### src/rtl/stump_mem_arbiter_pkg.sv
// -----------------------------------------------------------------------------
// stump_mem_arbiter_pkg
// Shared definitions for the Stump memory arbiter:
//   arb_state_t : arbitration FSM states (ARB = normal arbitration, LOCK = ext burst)
//   owner_t     : owner of a read in flight, used to steer returning memory data
//   cnt_width() : width of a counter that must hold the values 0..max_val
// -----------------------------------------------------------------------------
package stump_mem_arbiter_pkg;

    typedef enum logic {
        ST_ARB  = 1'b0,
        ST_LOCK = 1'b1
    } arb_state_t;

    typedef enum logic [1:0] {
        OWNER_NONE = 2'd0,
        OWNER_CORE = 2'd1,
        OWNER_EXT  = 2'd2
    } owner_t;

    function automatic int cnt_width(input int max_val);
        return (max_val < 1) ? 1 : $clog2(max_val + 1);
    endfunction

endpackage

### src/rtl/stump_arb_fairness.sv
// -----------------------------------------------------------------------------
// stump_arb_fairness
// Starvation and lock-burst bookkeeping for the Stump memory arbiter.
// Ports:
//   clk, rst         clock, asynchronous active-low reset
//   i_ext_gnt        ext port granted this cycle (any state)
//   i_ext_lost       contested cycle that the core won
//   i_core_gnt       core granted this cycle
//   i_lock_start     ext granted from ARB with ext_lock=1 (burst begins)
//   i_lock_gnt       ext granted while already in LOCK
//   o_starve_force   ext has lost STARVE_LIMIT contested cycles, it wins the next
//   o_lock_last      the current locked grant is the LOCK_MAX-th of the burst
//   o_core_force     burst ran out; core wins the next contested cycle
// -----------------------------------------------------------------------------
module stump_arb_fairness
    import stump_mem_arbiter_pkg::*;
#(
    parameter int STARVE_LIMIT = 4,
    parameter int LOCK_MAX     = 8
) (
    input  logic clk,
    input  logic rst,
    input  logic i_ext_gnt,
    input  logic i_ext_lost,
    input  logic i_core_gnt,
    input  logic i_lock_start,
    input  logic i_lock_gnt,
    output logic o_starve_force,
    output logic o_lock_last,
    output logic o_core_force
);

    localparam int SW = cnt_width(STARVE_LIMIT);
    localparam int LW = cnt_width(LOCK_MAX);

    logic [SW-1:0] r_starve_cnt;
    logic [LW-1:0] r_lock_cnt;
    logic          r_core_force;
    logic [LW-1:0] w_lock_inc;

    assign w_lock_inc     = r_lock_cnt + LW'(1);
    assign o_starve_force = (r_starve_cnt == SW'(STARVE_LIMIT));
    assign o_core_force   = r_core_force;

    // The grant that opens a burst already counts as locked grant number one,
    // so with LOCK_MAX==1 the burst ends on that very grant.
    assign o_lock_last = i_lock_start ? (LOCK_MAX == 1)
                                      : (i_lock_gnt && (w_lock_inc == LW'(LOCK_MAX)));

    // Saturating count of contested cycles lost by ext; any ext grant clears it.
    always_ff @(posedge clk or negedge rst) begin
        if (!rst) begin
            r_starve_cnt <= '0;
        end else if (i_ext_gnt) begin
            r_starve_cnt <= '0;
        end else if (i_ext_lost && !o_starve_force) begin
            r_starve_cnt <= r_starve_cnt + SW'(1);
        end
    end

    always_ff @(posedge clk or negedge rst) begin
        if (!rst) begin
            r_lock_cnt <= '0;
        end else if (i_lock_start) begin
            r_lock_cnt <= LW'(1);
        end else if (i_lock_gnt) begin
            r_lock_cnt <= w_lock_inc;
        end
    end

    // Held until the core actually gets the bus, so an exhausted burst can
    // never be followed straight away by an ext win on starvation.
    always_ff @(posedge clk or negedge rst) begin
        if (!rst) begin
            r_core_force <= 1'b0;
        end else if (o_lock_last) begin
            r_core_force <= 1'b1;
        end else if (i_core_gnt) begin
            r_core_force <= 1'b0;
        end
    end

endmodule

### src/rtl/stump_mem_arbiter.sv
// -----------------------------------------------------------------------------
// stump_mem_arbiter
// Shares the single-ported synchronous Stump memory between the Stump core and
// an external debug/DMA port. Core has priority; ext is protected from
// starvation and may lock the bus for bursts of up to LOCK_MAX grants.
// Ports:
//   clk, rst                      clock, asynchronous active-low reset
//   core_ren/wen/addr/wdata       core request (ren&wen together = write)
//   core_stall                    core request not granted this cycle
//   core_rdata                    core read data, valid cycle after grant
//   ext_req/we/lock/addr/wdata    ext request, held until ext_gnt
//   ext_gnt                       ext request consumed this cycle
//   ext_rvalid/ext_rdata          ext read return, cycle after grant
//   mem_ren/wen/addr/wdata        memory macro strobes and muxed address/data
//   mem_rdata                     memory read data, one cycle after mem_ren
// -----------------------------------------------------------------------------
module stump_mem_arbiter
    import stump_mem_arbiter_pkg::*;
#(
    parameter int ADDR_W       = 16,
    parameter int DATA_W       = 16,
    parameter int STARVE_LIMIT = 4,
    parameter int LOCK_MAX     = 8
) (
    input  logic              clk,
    input  logic              rst,
    input  logic              core_ren,
    input  logic              core_wen,
    input  logic [ADDR_W-1:0] core_addr,
    input  logic [DATA_W-1:0] core_wdata,
    output logic              core_stall,
    output logic [DATA_W-1:0] core_rdata,
    input  logic              ext_req,
    input  logic              ext_we,
    input  logic              ext_lock,
    input  logic [ADDR_W-1:0] ext_addr,
    input  logic [DATA_W-1:0] ext_wdata,
    output logic              ext_gnt,
    output logic              ext_rvalid,
    output logic [DATA_W-1:0] ext_rdata,
    output logic              mem_ren,
    output logic              mem_wen,
    output logic [ADDR_W-1:0] mem_addr,
    output logic [DATA_W-1:0] mem_wdata,
    input  logic [DATA_W-1:0] mem_rdata
);

    arb_state_t        r_state, w_next_state;
    owner_t            r_owner_q, w_owner_d;
    logic [DATA_W-1:0] r_core_rdata;
    logic [DATA_W-1:0] r_ext_rdata;

    logic w_core_req;
    logic w_core_gnt;
    logic w_ext_gnt;
    logic w_ext_lost;
    logic w_lock_start;
    logic w_lock_gnt;
    logic w_starve_force;
    logic w_lock_last;
    logic w_core_force;

    assign w_core_req = core_ren | core_wen;

    stump_arb_fairness #(
        .STARVE_LIMIT (STARVE_LIMIT),
        .LOCK_MAX     (LOCK_MAX)
    ) u_fairness (
        .clk            (clk),
        .rst            (rst),
        .i_ext_gnt      (w_ext_gnt),
        .i_ext_lost     (w_ext_lost),
        .i_core_gnt     (w_core_gnt),
        .i_lock_start   (w_lock_start),
        .i_lock_gnt     (w_lock_gnt),
        .o_starve_force (w_starve_force),
        .o_lock_last    (w_lock_last),
        .o_core_force   (w_core_force)
    );

    // Grant decision. In ARB the core wins contested cycles unless ext has
    // starved, and an exhausted lock burst overrides starvation for one win.
    always_comb begin
        w_core_gnt = 1'b0;
        w_ext_gnt  = 1'b0;
        w_ext_lost = 1'b0;
        case (r_state)
            ST_ARB: begin
                if (w_core_req && ext_req) begin
                    if (w_starve_force && !w_core_force) begin
                        w_ext_gnt = 1'b1;
                    end else begin
                        w_core_gnt = 1'b1;
                        w_ext_lost = 1'b1;
                    end
                end else if (w_core_req) begin
                    w_core_gnt = 1'b1;
                end else if (ext_req) begin
                    w_ext_gnt = 1'b1;
                end
            end
            ST_LOCK: begin
                w_ext_gnt = ext_req;
            end
            default: begin
                w_core_gnt = 1'b0;
            end
        endcase
    end

    assign w_lock_start = (r_state == ST_ARB)  && w_ext_gnt && ext_lock;
    assign w_lock_gnt   = (r_state == ST_LOCK) && w_ext_gnt;

    always_comb begin
        w_next_state = r_state;
        case (r_state)
            ST_ARB: begin
                if (w_lock_start && !w_lock_last) begin
                    w_next_state = ST_LOCK;
                end
            end
            ST_LOCK: begin
                if (!ext_req || !ext_lock || w_lock_last) begin
                    w_next_state = ST_ARB;
                end
            end
            default: begin
                w_next_state = ST_ARB;
            end
        endcase
    end

    // Memory mux; a core request with both strobes is a write.
    always_comb begin
        mem_ren   = 1'b0;
        mem_wen   = 1'b0;
        mem_addr  = core_addr;
        mem_wdata = core_wdata;
        w_owner_d = OWNER_NONE;
        if (w_core_gnt) begin
            mem_wen = core_wen;
            mem_ren = core_ren & ~core_wen;
            if (core_ren && !core_wen) begin
                w_owner_d = OWNER_CORE;
            end
        end else if (w_ext_gnt) begin
            mem_addr  = ext_addr;
            mem_wdata = ext_wdata;
            mem_wen   = ext_we;
            mem_ren   = ~ext_we;
            if (!ext_we) begin
                w_owner_d = OWNER_EXT;
            end
        end
    end

    always_ff @(posedge clk or negedge rst) begin
        if (!rst) begin
            r_state   <= ST_ARB;
            r_owner_q <= OWNER_NONE;
        end else begin
            r_state   <= w_next_state;
            r_owner_q <= w_owner_d;
        end
    end

    always_ff @(posedge clk or negedge rst) begin
        if (!rst) begin
            r_core_rdata <= '0;
            r_ext_rdata  <= '0;
        end else begin
            if (r_owner_q == OWNER_CORE) begin
                r_core_rdata <= mem_rdata;
            end
            if (r_owner_q == OWNER_EXT) begin
                r_ext_rdata <= mem_rdata;
            end
        end
    end

    // Returning data passes straight through in its return cycle so the
    // grant-to-data latency stays at one cycle; afterwards the copy holds it.
    assign core_rdata = (r_owner_q == OWNER_CORE) ? mem_rdata : r_core_rdata;
    assign ext_rdata  = (r_owner_q == OWNER_EXT)  ? mem_rdata : r_ext_rdata;
    assign ext_rvalid = (r_owner_q == OWNER_EXT);
    assign core_stall = w_core_req & ~w_core_gnt;
    assign ext_gnt    = w_ext_gnt;

    // Ext must hold its request until granted; there is no recovery logic.
    a_ext_req_held: assert property (
        @(posedge clk) disable iff (!rst) (ext_req && !w_ext_gnt) |=> ext_req
    );

endmodule

### config.mk
export PLATFORM = sky130hd
export DESIGN_NAME = stump_mem_arbiter
export DESIGN_NICKNAME = d
export VERILOG_FILES = /design/src/rtl/stump_mem_arbiter_pkg.sv /design/src/rtl/stump_arb_fairness.sv /design/src/rtl/stump_mem_arbiter.sv
export SDC_FILE = /design/constraint.sdc
export NUM_CORES = 1
export LEC_CHECK = 0
export CORE_MARGIN = 5
export CORE_UTILIZATION = 39
export CTS_BUF_LIST = sky130_fd_sc_hd__clkbuf_8
export DETAILED_ROUTE_END_ITERATION = 7
export GPL_ROUTABILITY_DRIVEN = 0
export PLACE_DENSITY = 0.95
export SETUP_SLACK_MARGIN = 0.1
export SLEW_MARGIN = 0
export SYNTH_ARGS = -nofsm -noshare
export SYNTH_HDL_FRONTEND = slang
export SYNTH_SLANG_ARGS = --single-unit
export TNS_END_PERCENT = 50
### constraint.sdc
create_clock -name clk -period 4.93 [get_ports clk]
set_clock_uncertainty 0.1 [all_clocks]
set_input_delay 0.493 -clock clk [delete_from_list [all_inputs] [get_ports clk]]
set_output_delay 0.493 -clock clk [all_outputs]
set_load 0.01 [all_outputs]
; Word level (Yosys, flattened, before mapping)
; Index checks and enable logic that the tools add are counted.
; Widths: inputs -> output; s select.
[totals]
mem_bits_rw = 0
reg_bits = 43
wordCells = 75
in_bits = 87
output_inout_bits = 69
mem_count = 0
rom_bits = 0
latch_bits = 0
[classes]
eq_ne = 4
n_mul = 0
order_cmp = 0
muxes = 35
n_shift = 0
bitwise_logic = 7
n_reduce_logical = 20
div = 0
n_addsub = 2
[ops]
columns = op, count
row1 = $mux 16, 6
row2 = $mux 1, 20
row3 = $logic_and 1x1->1, 9
row4 = $mux 4, 2
row5 = $logic_not 1->1, 6
row6 = $mux 2, 3
row7 = $mux 3, 2
row8 = $reduce_bool 2->1, 3
row9 = $add 4x1->4 const B, 1
row10 = $eq 4x4->1 const B, 1
row11 = $not 1->1, 4
row12 = $pmux 1 s2, 2
row13 = $add 3x1->3 const B, 1
row14 = $eq 3x3->1 const B, 1
row15 = $and 1x1->1, 2
row16 = $eq 2x1->1 const B, 1
row17 = $eq 2x2->1 const B, 1
row18 = $logic_or 1x1->1, 2
row19 = $or 1x1->1, 1

; Depth between registers and ports, before layout
; Gate-level depths: netlist (run 1).
[logic_depth]
word_depth = 12
ltp_mapped = 7
depth_no_buf = 5

; Hierarchy
; From an unflattened synthesis (run 1), not the netlist that was laid out.
[unflattened]
cells_unflattened = 165
hier_area_um2 = 2234.6
[by_module_without_submodules]
columns = mod, cells_per_inst, seq_area_each_um2, instances, area_each_um2
row1 = stump_mem_arbiter, 125, 875.8, 1, 1804.2
row2 = stump_arb_fairness, 40, 200.2, 1, 430.4

; Least setup slack after synthesis (run 1)
; OpenSTA, ideal clock, no wires.
[synth_timing]
kind = reg-to-output
from = reg u_fairness.r_starve_cnt[0]
to = out mem_addr[5]
slack_ns = 2.655
arrival_ns = 1.682
path_stages_with_launch = 8
path_buffers = 2
required_ns = 4.337
path_cell_list = dfrtp_1 -> inv_1 -> ha_1 -> and3b_1 -> buf_6 -> o21ai_4 -> buf_6 -> mux2_1
[synth_between]
elab_chain_len = 7
elab_cells_between_ends = 10
classes_between = 1 x eq/ne / 8 x mux / 1 x reduce/logical
[synth_rtl]
columns = item, line
row1 = start: declaration, stump_arb_fairness.sv:36  ; logic [SW-1:0] r_starve_cnt;
row2 = start signal: assignment, stump_arb_fairness.sv:57  ; r_starve_cnt <= r_starve_cnt + SW'(1);
row3 = $eq 3x3->1 (*), stump_arb_fairness.sv:42  ; assign o_starve_force = (r_starve_cnt == SW'(STARVE_LIMIT));
row4 = $logic_and 1x1->1 (*), stump_mem_arbiter.sv:90  ; if (w_starve_force && !w_core_force) begin
row5 = $mux 1, stump_mem_arbiter.sv:90
row6 = $mux 1, stump_mem_arbiter.sv:89  ; if (w_core_req && ext_req) begin
row7 = $pmux 1 s2, stump_mem_arbiter.sv:87  ; case (r_state)
row8 = $mux 16, stump_mem_arbiter.sv:146  ; end else if (w_ext_gnt) begin
row9 = $mux 16 (*), stump_mem_arbiter.sv:140  ; if (w_core_gnt) begin
row10 = end: declaration, stump_mem_arbiter.sv:43  ; output logic [ADDR_W-1:0] mem_addr,
; Mark *: on every way between the ends. The rest lies on a longest branch, timed or not.

; Final worst setup path (run 1)
[layout_timing]
from = in core_wen
to = out mem_wdata[1]
[layout_between]
elab_chain_len = 6
elab_cells_between_ends = 10
classes_between = 8 x mux / 1 x bitwise / 1 x reduce/logical
[layout_rtl]
columns = item, line
row1 = start: declaration, stump_mem_arbiter.sv:28  ; input logic core_wen,
row2 = $or 1x1->1 (*), stump_mem_arbiter.sv:63  ; assign w_core_req = core_ren | core_wen;
row3 = $mux 1 / $logic_and 1x1->1 (equally long branches), "stump_mem_arbiter.sv:96, stump_mem_arbiter.sv:89"
row4 = $mux 1, stump_mem_arbiter.sv:89
row5 = $pmux 1 s2, stump_mem_arbiter.sv:87
row6 = $mux 16, stump_mem_arbiter.sv:146
row7 = $mux 16 (*), stump_mem_arbiter.sv:140
row8 = end: declaration, stump_mem_arbiter.sv:44  ; output logic [DATA_W-1:0] mem_wdata,
; Marked as above.

==> flow_summary.json, run 1 <==
{
  "synth-edff-count": 0,
  "pre_cts_slack_ns": 1.32,
  "io_buffers": 155,
  "syn_to_final_growth_pct": 73.8,
  "ys_top_cells_by_area": "dfrtp_1 47%, mux2_2 31%, buf_6 2.0%",
  "num_vias": 1989,
  "peakVddDrop_v": 0.000195,
  "vias_per_cell": 4.95,
  "cts_resized": 0,
  "ys.flop_type": "dfrtp_1",
  "slew_headroom_pct": 34.1,
  "yosysWarnings": 0,
  "holdWs_ns": 0.239,
  "cts.reportedPaths.clkPinSlew_ns": 0.08,
  "required_ns": 4.34,
  "seq_area_frac_synth_pct": 47.5,
  "initial_core_util_pct": 40.7,
  "rows": 27,
  "async_reset_ff_share_pct": 100,
  "wl_um": 6710,
  "status": "finished clean",
  "drcViolationCount": 0,
  "fin_nets": 419,
  "clock_path_buffers": 2,
  "grtUsageTotal_pct": 17.6,
  "ios": 156,
  "rsz0062_at_grt": "no",
  "finalHoldViolations": 0,
  "placed_cell_area_um2": 3840,
  "core-area_um2": 5570,
  "r2r-start": "u_fairness.r_starve_cnt[1]",
  "grt_remaining_overflow": 0,
  "cts_inserted_buffers": 5,
  "p_leak_nw": 1.61,
  "finalPower_mw": 1.38,
  "netlist.area_leader.share_pct": 47.5,
  "die_h_um": 86.2,
  "antenna_found_initial": 0,
  "syn_area_um2": 2270,
  "tightest_slew_ns": 0.984,
  "fp.dieArea_um2": 7430,
  "drive_above_1_share_pct": 23.0,
  "synth_seq_cells": 43,
  "startpoint": "core_wen",
  "crit_path_start_kind": "primary input",
  "dr.pass1.iters": 4,
  "tritoncts": "yes",
  "syn_nets": 266,
  "max_cap_violations": 0,
  "postSynthCellCount": 176,
  "hold_buffers": 0,
  "min_path_type": "in -> async",
  "syn_area_per_cell_um2": 12.9,
  "finalMaxSlewViolations": 0,
  "grt_max_degree": 44,
  "fin_area_um2": 3940,
  "multiInputGateArea_um2": 1090,
  "n_fill_cell": 403,
  "setup_ws_ns": 1.34,
  "period_minus_slack_ns": 3.59,
  "drt-wirelength-per-cell_um": 16.7,
  "cts_setup_buffers": 0,
  "place_hpwl_um": 5550,
  "critPathArrivalTime_ns": 3.00,
  "tns_ns": 0,
  "die_w_um": 86.2,
  "clockRootBuffer": "clkbuf_8",
  "post-route-period-util_pct": 72.9,
  "grt_pass1_wl_um": 10400,
  "antenna_cells": 0,
  "seq_area_um2": 1080,
  "grt_pass1_vias": 2199,
  "cp-end-kind": "output pin",
  "ys_types": 33,
  "clock.fmax_mhz": 278,
  "htree_levels": 2,
  "numClockSinks": 43,
  "power_density_nw_per_um2": 351,
  "crit_fanout": 34,
  "critPathKind": "in -> out",
  "ant_nets": 0,
  "drtIter0Drc": 33,
  "mostFrequentLayoutCells": "154 x clkdlybuf4s50_1, 63 x mux2_2, 43 x dfrtp_1",
  "finalSetupViolCount": 0,
  "final_common_cell": "clkdlybuf4s50_1",
  "synth_top_area_cell": "dfrtp_1",
  "insertion_delay_ns": 0.28
}
-- cell families (layout without fill, tap and decap cells) --
group | after synthesis | count (layout) | share of synthesized area [%]
XOR/XNOR | 1 | 1 | 0.387
AO/OA/AOI/OAI | 21 | 21 | 7.29
adder cells (fa/ha/maj) | 3 | 3 | 1.66
buffers and inverters | 18 | 172 | 4.47
flip-flops | 43 | 43 | 47.5
AND/OR/NAND/NOR | 24 | 24 | 5.96
multiplexers | 66 | 66 | 32.7
-- layer usage --
metal / share of wire (%) / track usage (%) / up-vias
li1: - / - / 941
met1: 36 / 18.5 / 922
met2: 52 / 32.1 / 118
met3: 10 / 6.18 / 8
met4: 1.8 / 6.80 / 0
met5: 0 / 0 / -
-- synthesized netlist by cell type (2+ instances only) --
| cell type | n |
|---|---|
| a21oi_1 | 2 |
| a22o_1 | 2 |
| buf_2 | 3 |
| buf_6 | 4 |
| clkbuf_1 | 3 |
| dfrtp_1 | 43 |
| ha_1 | 3 |
| inv_1 | 8 |
| mux2_1 | 2 |
| mux2_2 | 63 |
| nand2_1 | 3 |
| nand3_1 | 7 |
| nor2_1 | 3 |
| nor2b_1 | 5 |
| o21a_1 | 2 |
| o21ai_0 | 6 |
-- where the power goes --
group	leakage (nW)	internal [mW]	switching (mW)	total, mW
Sequential	0.516	0.460	0.0463	0.506
Combinational	1.04	0.397	0.246	0.643
Clock	0.0557	0.126	0.109	0.235
-- through the flow --
stage	instances	util [%]
detailed placement	394	68.9
CTS	402	70.7
floorplan	176	-
finish	402	70.7
global route	402	70.7
global placement	394	68.9
-- final timing paths --
| check | to | slack [ns] | cells after the start |
|---|---|---|---|
| setup reg to reg | r_state | 2.85 | 5 |
| hold / removal | r_ext_rdata[14] | 0.24 | 1 |
| hold reg to reg | r_ext_rdata[6] | 0.40 | 1 |
| setup / recovery | mem_wdata[1] | 1.34 | 5 |
| max in group asynchronous | r_core_rdata[5] | 3.93 | 1 |
| min in group clk | r_ext_rdata[6] | 0.40 | 1 |
-- layout make-up --
| type | count | share of cell area (%) |
|---|---|---|
| repair buffers | 156 | 39.5 |
| multi-input cells | 115 | 27.6 |
| flip-flops and latches | 43 | 27.3 |
| clock buffers | 7 | 2.45 |
| well taps | 72 | 2.29 |
| inverters | 8 | 0.762 |
| clock inverters | 1 | 0.0953 |
-- registers in the layout, summed over array words and instances, names as in the netlist --
signal                   cells
u_fairness.r_starve_cnt      3
u_fairness.o_core_force      1
r_state                      1
r_owner_q                    2
r_ext_rdata                 16
u_fairness.r_lock_cnt        4
r_core_rdata                16
-- critical path, stage by stage --
cell and delay, ns:
clkdlybuf4s50_1 0.60, o21bai_2 0.16, o21ai_4 0.80, mux2_2 0.43, clkdlybuf4s50_1 0.51
No activity file was read; power rests on OpenSTA's default activity.
==> inputs of run 2 (changes only) <==
--- a/config.mk
+++ b/config.mk
@@ -6,11 +6,11 @@
 export NUM_CORES = 1
 export LEC_CHECK = 0
 export CORE_MARGIN = 5
-export CORE_UTILIZATION = 39
+export CORE_UTILIZATION = 36
 export CTS_BUF_LIST = sky130_fd_sc_hd__clkbuf_8
 export DETAILED_ROUTE_END_ITERATION = 7
 export GPL_ROUTABILITY_DRIVEN = 0
-export PLACE_DENSITY = 0.95
+export PLACE_DENSITY = 0.92
 export SETUP_SLACK_MARGIN = 0.1
 export SLEW_MARGIN = 0
 export SYNTH_ARGS = -nofsm -noshare
==> constraint.sdc (replaced) <==
create_clock -name clk -period 3.7 [get_ports clk]
set_clock_uncertainty 0.1 [all_clocks]
set_input_delay 0.37 -clock clk [delete_from_list [all_inputs] [get_ports clk]]
set_output_delay 0.37 -clock clk [all_outputs]
set_load 0.01 [all_outputs]
==> run 2 against run 1 <==
Net effect:
- clock power rose by 59%
- critical path depth rose by 2
- via count fell by 1.3%
- sequential power rose by 33%
- first-iteration DRC count fell by 39%
- power rose by 38%
- critical endpoint is now mem_wdata[13]
- largest power group unchanged
- highest routed layer unchanged
==> flow_summary.json, run 2 (synthesis results as in run 1) <==
{
  "critPathArrivalTime_ns": 2.69,
  "ios": 156,
  "critPathKind": "reg -> out",
  "insertion_delay_ns": 0.29,
  "peakVddDrop_v": 0.000459,
  "cts_resized": 0,
  "vias_per_cell": 4.81,
  "post-route-period-util_pct": 85.4,
  "crit_fanout": 34,
  "slew_headroom_pct": 39.0,
  "grt_remaining_overflow": 0,
  "grt_pass1_vias": 2206,
  "die_h_um": 89.3,
  "drcViolationCount": 0,
  "grt_pass1_wl_um": 10800,
  "max_cap_violations": 0,
  "grt_max_degree": 44,
  "cts.reportedPaths.clkPinSlew_ns": 0.08,
  "power_density_nw_per_um2": 481,
  "fin_nets": 420,
  "hold_buffers": 0,
  "period_minus_slack_ns": 3.16,
  "tns_ns": 0,
  "fp.dieArea_um2": 7980,
  "drtIter0Drc": 20,
  "required_ns": 3.23,
  "finalMaxSlewViolations": 0,
  "finalHoldViolations": 0,
  "core-area_um2": 6240,
  "place_hpwl_um": 6030,
  "clockRootBuffer": "clkbuf_8",
  "fin_area_um2": 3970,
  "min_path_type": "in -> async",
  "dr.pass1.iters": 4,
  "clock.fmax_mhz": 316,
  "crit_path_start_kind": "flip-flop",
  "status": "finished clean",
  "rows": 29,
  "syn_to_final_growth_pct": 75.4,
  "cts_inserted_buffers": 5,
  "drt-wirelength-per-cell_um": 17.7,
  "placedCellCount": 400,
  "antenna_found_initial": 0,
  "die_w_um": 89.3,
  "clock_path_buffers": 2,
  "drive_above_1_share_pct": 23.6,
  "tightest_slew_ns": 0.915,
  "grtUsageTotal_pct": 18.3,
  "wl_um": 7210,
  "top_regs": "r_core_rdata (16), r_ext_rdata (16), u_fairness.r_lock_cnt (4)",
  "layoutNonFillerInstCount": 408,
  "initial_core_util_pct": 36.3,
  "htree_levels": 2,
  "p_leak_nw": 1.62,
  "cp-end-kind": "output pin",
  "numClockSinks": 43,
  "io_buffers": 155,
  "placed_cell_area_um2": 3850,
  "ant_nets": 0,
  "num_vias": 1963,
  "antenna_cells": 0,
  "finalPower_mw": 1.91,
  "mostFrequentLayoutCells": "154 x clkdlybuf4s50_1, 63 x mux2_2, 43 x dfrtp_1",
  "tritoncts": "yes",
  "finalSetupViolCount": 0,
  "rsz0062_at_grt": "no",
  "final_common_cell": "clkdlybuf4s50_1",
  "cts_setup_buffers": 0
}
run 2: cell count changes in the layout (fill, tap and decap cells not counted), sizes merged:
| cell | delta |
|---|---|
| buf | +1 |
| bufinv | +1 |
| clkbuf | -1 |
run 2: layout make-up:
class	instances	area, um^2
clock buffers	6	82.6
well taps	77	96.3
inverters	8	30.0
repair buffers	157	1560
clock inverters	2	38.8
flip-flops and latches	43	1080
multi-input cells	115	1090
fillers	479	2270
run 2: layer usage:
layer / GRT usage, % / share of wire, % / up-vias
met4: 6.50 / 2.1 / 0
li1: - / - / 937
met2: 34.4 / 53 / 121
met5: 0 / 0 / -
met3: 9.22 / 13 / 8
met1: 16.7 / 32 / 897
run 2: stage by stage:
step	hold slack (ns)	util, %	setup WS (ns)
after global routing	0.186	63.7	0.394
after detailed placement	0.384	61.7	0.652
after CTS	0.135	63.7	0.507
after global placement	0.378	61.7	0.685
after floorplan	-0.0256	-	1.55
final	0.112	63.7	0.539
run 2: power by group:
part | total [mW] | switching (mW) | leakage (nW) | internal [mW]
Combinational | 0.863 | 0.333 | 1.04 | 0.530
Sequential | 0.674 | 0.0615 | 0.516 | 0.613
Clock | 0.374 | 0.152 | 0.0618 | 0.222
run 2: worst paths after layout:
kind / start / to / slack (ns) / cells past startpoint
setup / recovery: u_fairness.r_starve_cnt[0] / mem_wdata[13] / 0.54 / 7
hold / removal: rst / r_ext_rdata[7] / 0.11 / 1
setup reg to reg: u_fairness.r_starve_cnt[0] / r_state / 1.91 / 6
hold reg to reg: r_ext_rdata[3] / r_ext_rdata[3] / 0.40 / 1
max in group asynchronous: rst / r_core_rdata[3] / 2.82 / 1
min in group clk: r_ext_rdata[3] / r_ext_rdata[3] / 0.40 / 1
run 2: worst max-delay path: stages (launching register included):
cell,delay (ns)
dfrtp_1,0.38
inv_1,0.06
ha_1,0.26
and3b_1,0.26
o21ai_4,0.13
buf_4,0.39
mux2_2,0.38
clkdlybuf4s50_1,0.54
==> inputs of run 3 (changes only) <==
--- a/config.mk
+++ b/config.mk
@@ -5,12 +5,11 @@
 export SDC_FILE = /design/constraint.sdc
 export NUM_CORES = 1
 export LEC_CHECK = 0
-export CORE_MARGIN = 5
 export CORE_UTILIZATION = 36
-export CTS_BUF_LIST = sky130_fd_sc_hd__clkbuf_8
+export CTS_BUF_LIST = sky130_fd_sc_hd__clkbuf_2 sky130_fd_sc_hd__clkbuf_4 sky130_fd_sc_hd__clkbuf_8
 export DETAILED_ROUTE_END_ITERATION = 7
 export GPL_ROUTABILITY_DRIVEN = 0
-export PLACE_DENSITY = 0.92
+export PLACE_DENSITY_LB_ADDON = 0.2
 export SETUP_SLACK_MARGIN = 0.1
 export SLEW_MARGIN = 0
 export SYNTH_ARGS = -nofsm -noshare
==> run 3 against run 2 <==
Net effect:
- clock power fell by 21%
- first-iteration DRC count rose to 3.4 times the previous value
- critical path type unchanged
- via count increased by 3.4%
- count of clock-buffer cells in the layout unchanged
- global-route usage grew 0.98 points
==> flow_summary.json, run 3 (synthesis results as in run 1) <==
{
  "cts_resized": 0,
  "io_buffers": 155,
  "min_path_type": "in -> async",
  "clockRootBuffer": "clkbuf_8",
  "die_w_um": 81.3,
  "tritoncts": "yes",
  "cts_inserted_buffers": 5,
  "ff2ff_setup_slack_ns": 1.88,
  "p_leak_nw": 1.61,
  "crit_path_start_kind": "flip-flop",
  "final_common_cell": "clkdlybuf4s50_1",
  "critPathKind": "reg -> out",
  "dr.pass1.iters": 4,
  "peakVddDrop_v": 0.000317,
  "fp.dieArea_um2": 6620,
  "core-area_um2": 5990,
  "insertion_delay_ns": 0.29,
  "antenna_found_initial": 0,
  "holdWs_ns": 0.0986,
  "fin_nets": 421,
  "post-route-period-util_pct": 86.0,
  "drtIter0Drc": 67,
  "wl_um": 6570,
  "initial_core_util_pct": 37.8,
  "cp-endpoint": "mem_addr[1]",
  "status": "finished clean",
  "grt_pass1_wl_um": 9550,
  "period_minus_slack_ns": 3.18,
  "required_ns": 3.23,
  "grtUsageTotal_pct": 19.2,
  "ios": 156,
  "grt_pass1_vias": 1999,
  "place_hpwl_um": 5130,
  "tns_ns": 0,
  "crit_fanout": 34,
  "slew_headroom_pct": 38.8,
  "drive_above_1_share_pct": 23.8,
  "ant_nets": 0,
  "top_regs": "r_core_rdata (16), r_ext_rdata (16), u_fairness.r_lock_cnt (4)",
  "clock.fmax_mhz": 314,
  "reg2reg_depth": 6,
  "grt_remaining_overflow": 0,
  "critPathArrivalTime_ns": 2.71,
  "die_h_um": 81.3,
  "power_density_nw_per_um2": 462,
  "finalSetupViolCount": 0,
  "grt_max_degree": 44,
  "r2r-start": "u_fairness.r_starve_cnt[0]",
  "max_cap_violations": 0,
  "worst_r2r_endpoint": "r_state",
  "finalMaxSlewViolations": 0,
  "tightest_slew_ns": 0.917,
  "htree_levels": 2,
  "numClockSinks": 43,
  "clock_path_buffers": 2,
  "finalHoldViolations": 0,
  "drt-wirelength-per-cell_um": 16.1,
  "drcViolationCount": 0,
  "startpoint": "u_fairness.r_starve_cnt[0]",
  "cts_setup_buffers": 0,
  "mostFrequentLayoutCells": "154 x clkdlybuf4s50_1, 63 x mux2_2, 43 x dfrtp_1",
  "rows": 28,
  "hold_buffers": 0,
  "cp-end-kind": "output pin",
  "cts.reportedPaths.clkPinSlew_ns": 0.08,
  "rsz0062_at_grt": "no",
  "antenna_cells": 0,
  "syn_to_final_growth_pct": 74.2,
  "num_vias": 2030,
  "vias_per_cell": 4.99
}
## run 3: cell count changes in the layout (fill, tap and decap cells not counted), sizes merged
| cell | before | now |
|---|---|---|
| clkinvlp | 0 | 1 |
| bufinv | 1 | 0 |
| buf | 3 | 4 |
| clkinv | 0 | 1 |
| inv | 9 | 8 |
## run 3: how the worst min path moves through the flow
stage	startpoint	endpoint	slack (ns)	depth (start not counted)
finish	rst	r_core_rdata[15]	0.1	1
global route	rst	r_core_rdata[0]	0.17	1
CTS	rst	r_ext_rdata[13]	0.14	1
detailed placement	r_ext_rdata[8]	r_ext_rdata[8]	0.38	1
global placement	r_ext_rdata[9]	r_ext_rdata[9]	0.38	1
floorplan	rst	r_core_rdata[0]	-0.03	0
## run 3: metrics by stage
step	power, mW	std cells	instance area (um^2)	util [%]	setup slack (ns)
after floorplan	1.07	176	2270	-	1.55
after global placement	1.52	399	3860	64.4	0.700
after detailed placement	1.54	399	3860	64.4	0.647
after CTS	1.84	407	3950	65.9	0.509
after global routing	1.94	407	3950	65.9	0.376
final	1.83	407	3950	65.9	0.517
## run 3: cell type report
class / instances / area (um^2)
fillers: 452 / 2040
repair buffers: 158 / 1570
multi-input cells: 115 / 1090
flip-flops and latches: 43 / 1080
well taps: 75 / 93.8
clock buffers: 6 / 76.3
inverters: 8 / 30.0
clock inverters: 2 / 12.5
## run 3: critical path, stage by stage (launching register included)
cell,delay (ns)
dfrtp_1,0.40
inv_1,0.07
ha_1,0.26
and3b_1,0.26
o21ai_4,0.13
buf_4,0.38
mux2_2,0.39
clkdlybuf4s50_1,0.51
## run 3: power by group
| group | internal [mW] | switching (mW) |
|---|---|---|
| clock network | 0.139 | 0.157 |
| registers | 0.612 | 0.0594 |
| logic | 0.530 | 0.327 |
| total | 1.28 | 0.543 |
## run 3: routing by layer
layer	part of all wire [%]	global-route usage, %	vias up
met5	0	0	-
met2	50	31.8	94
li1	-	-	939
met3	8.7	6.97	13
met4	1.8	6.96	0
met1	40	22.8	984
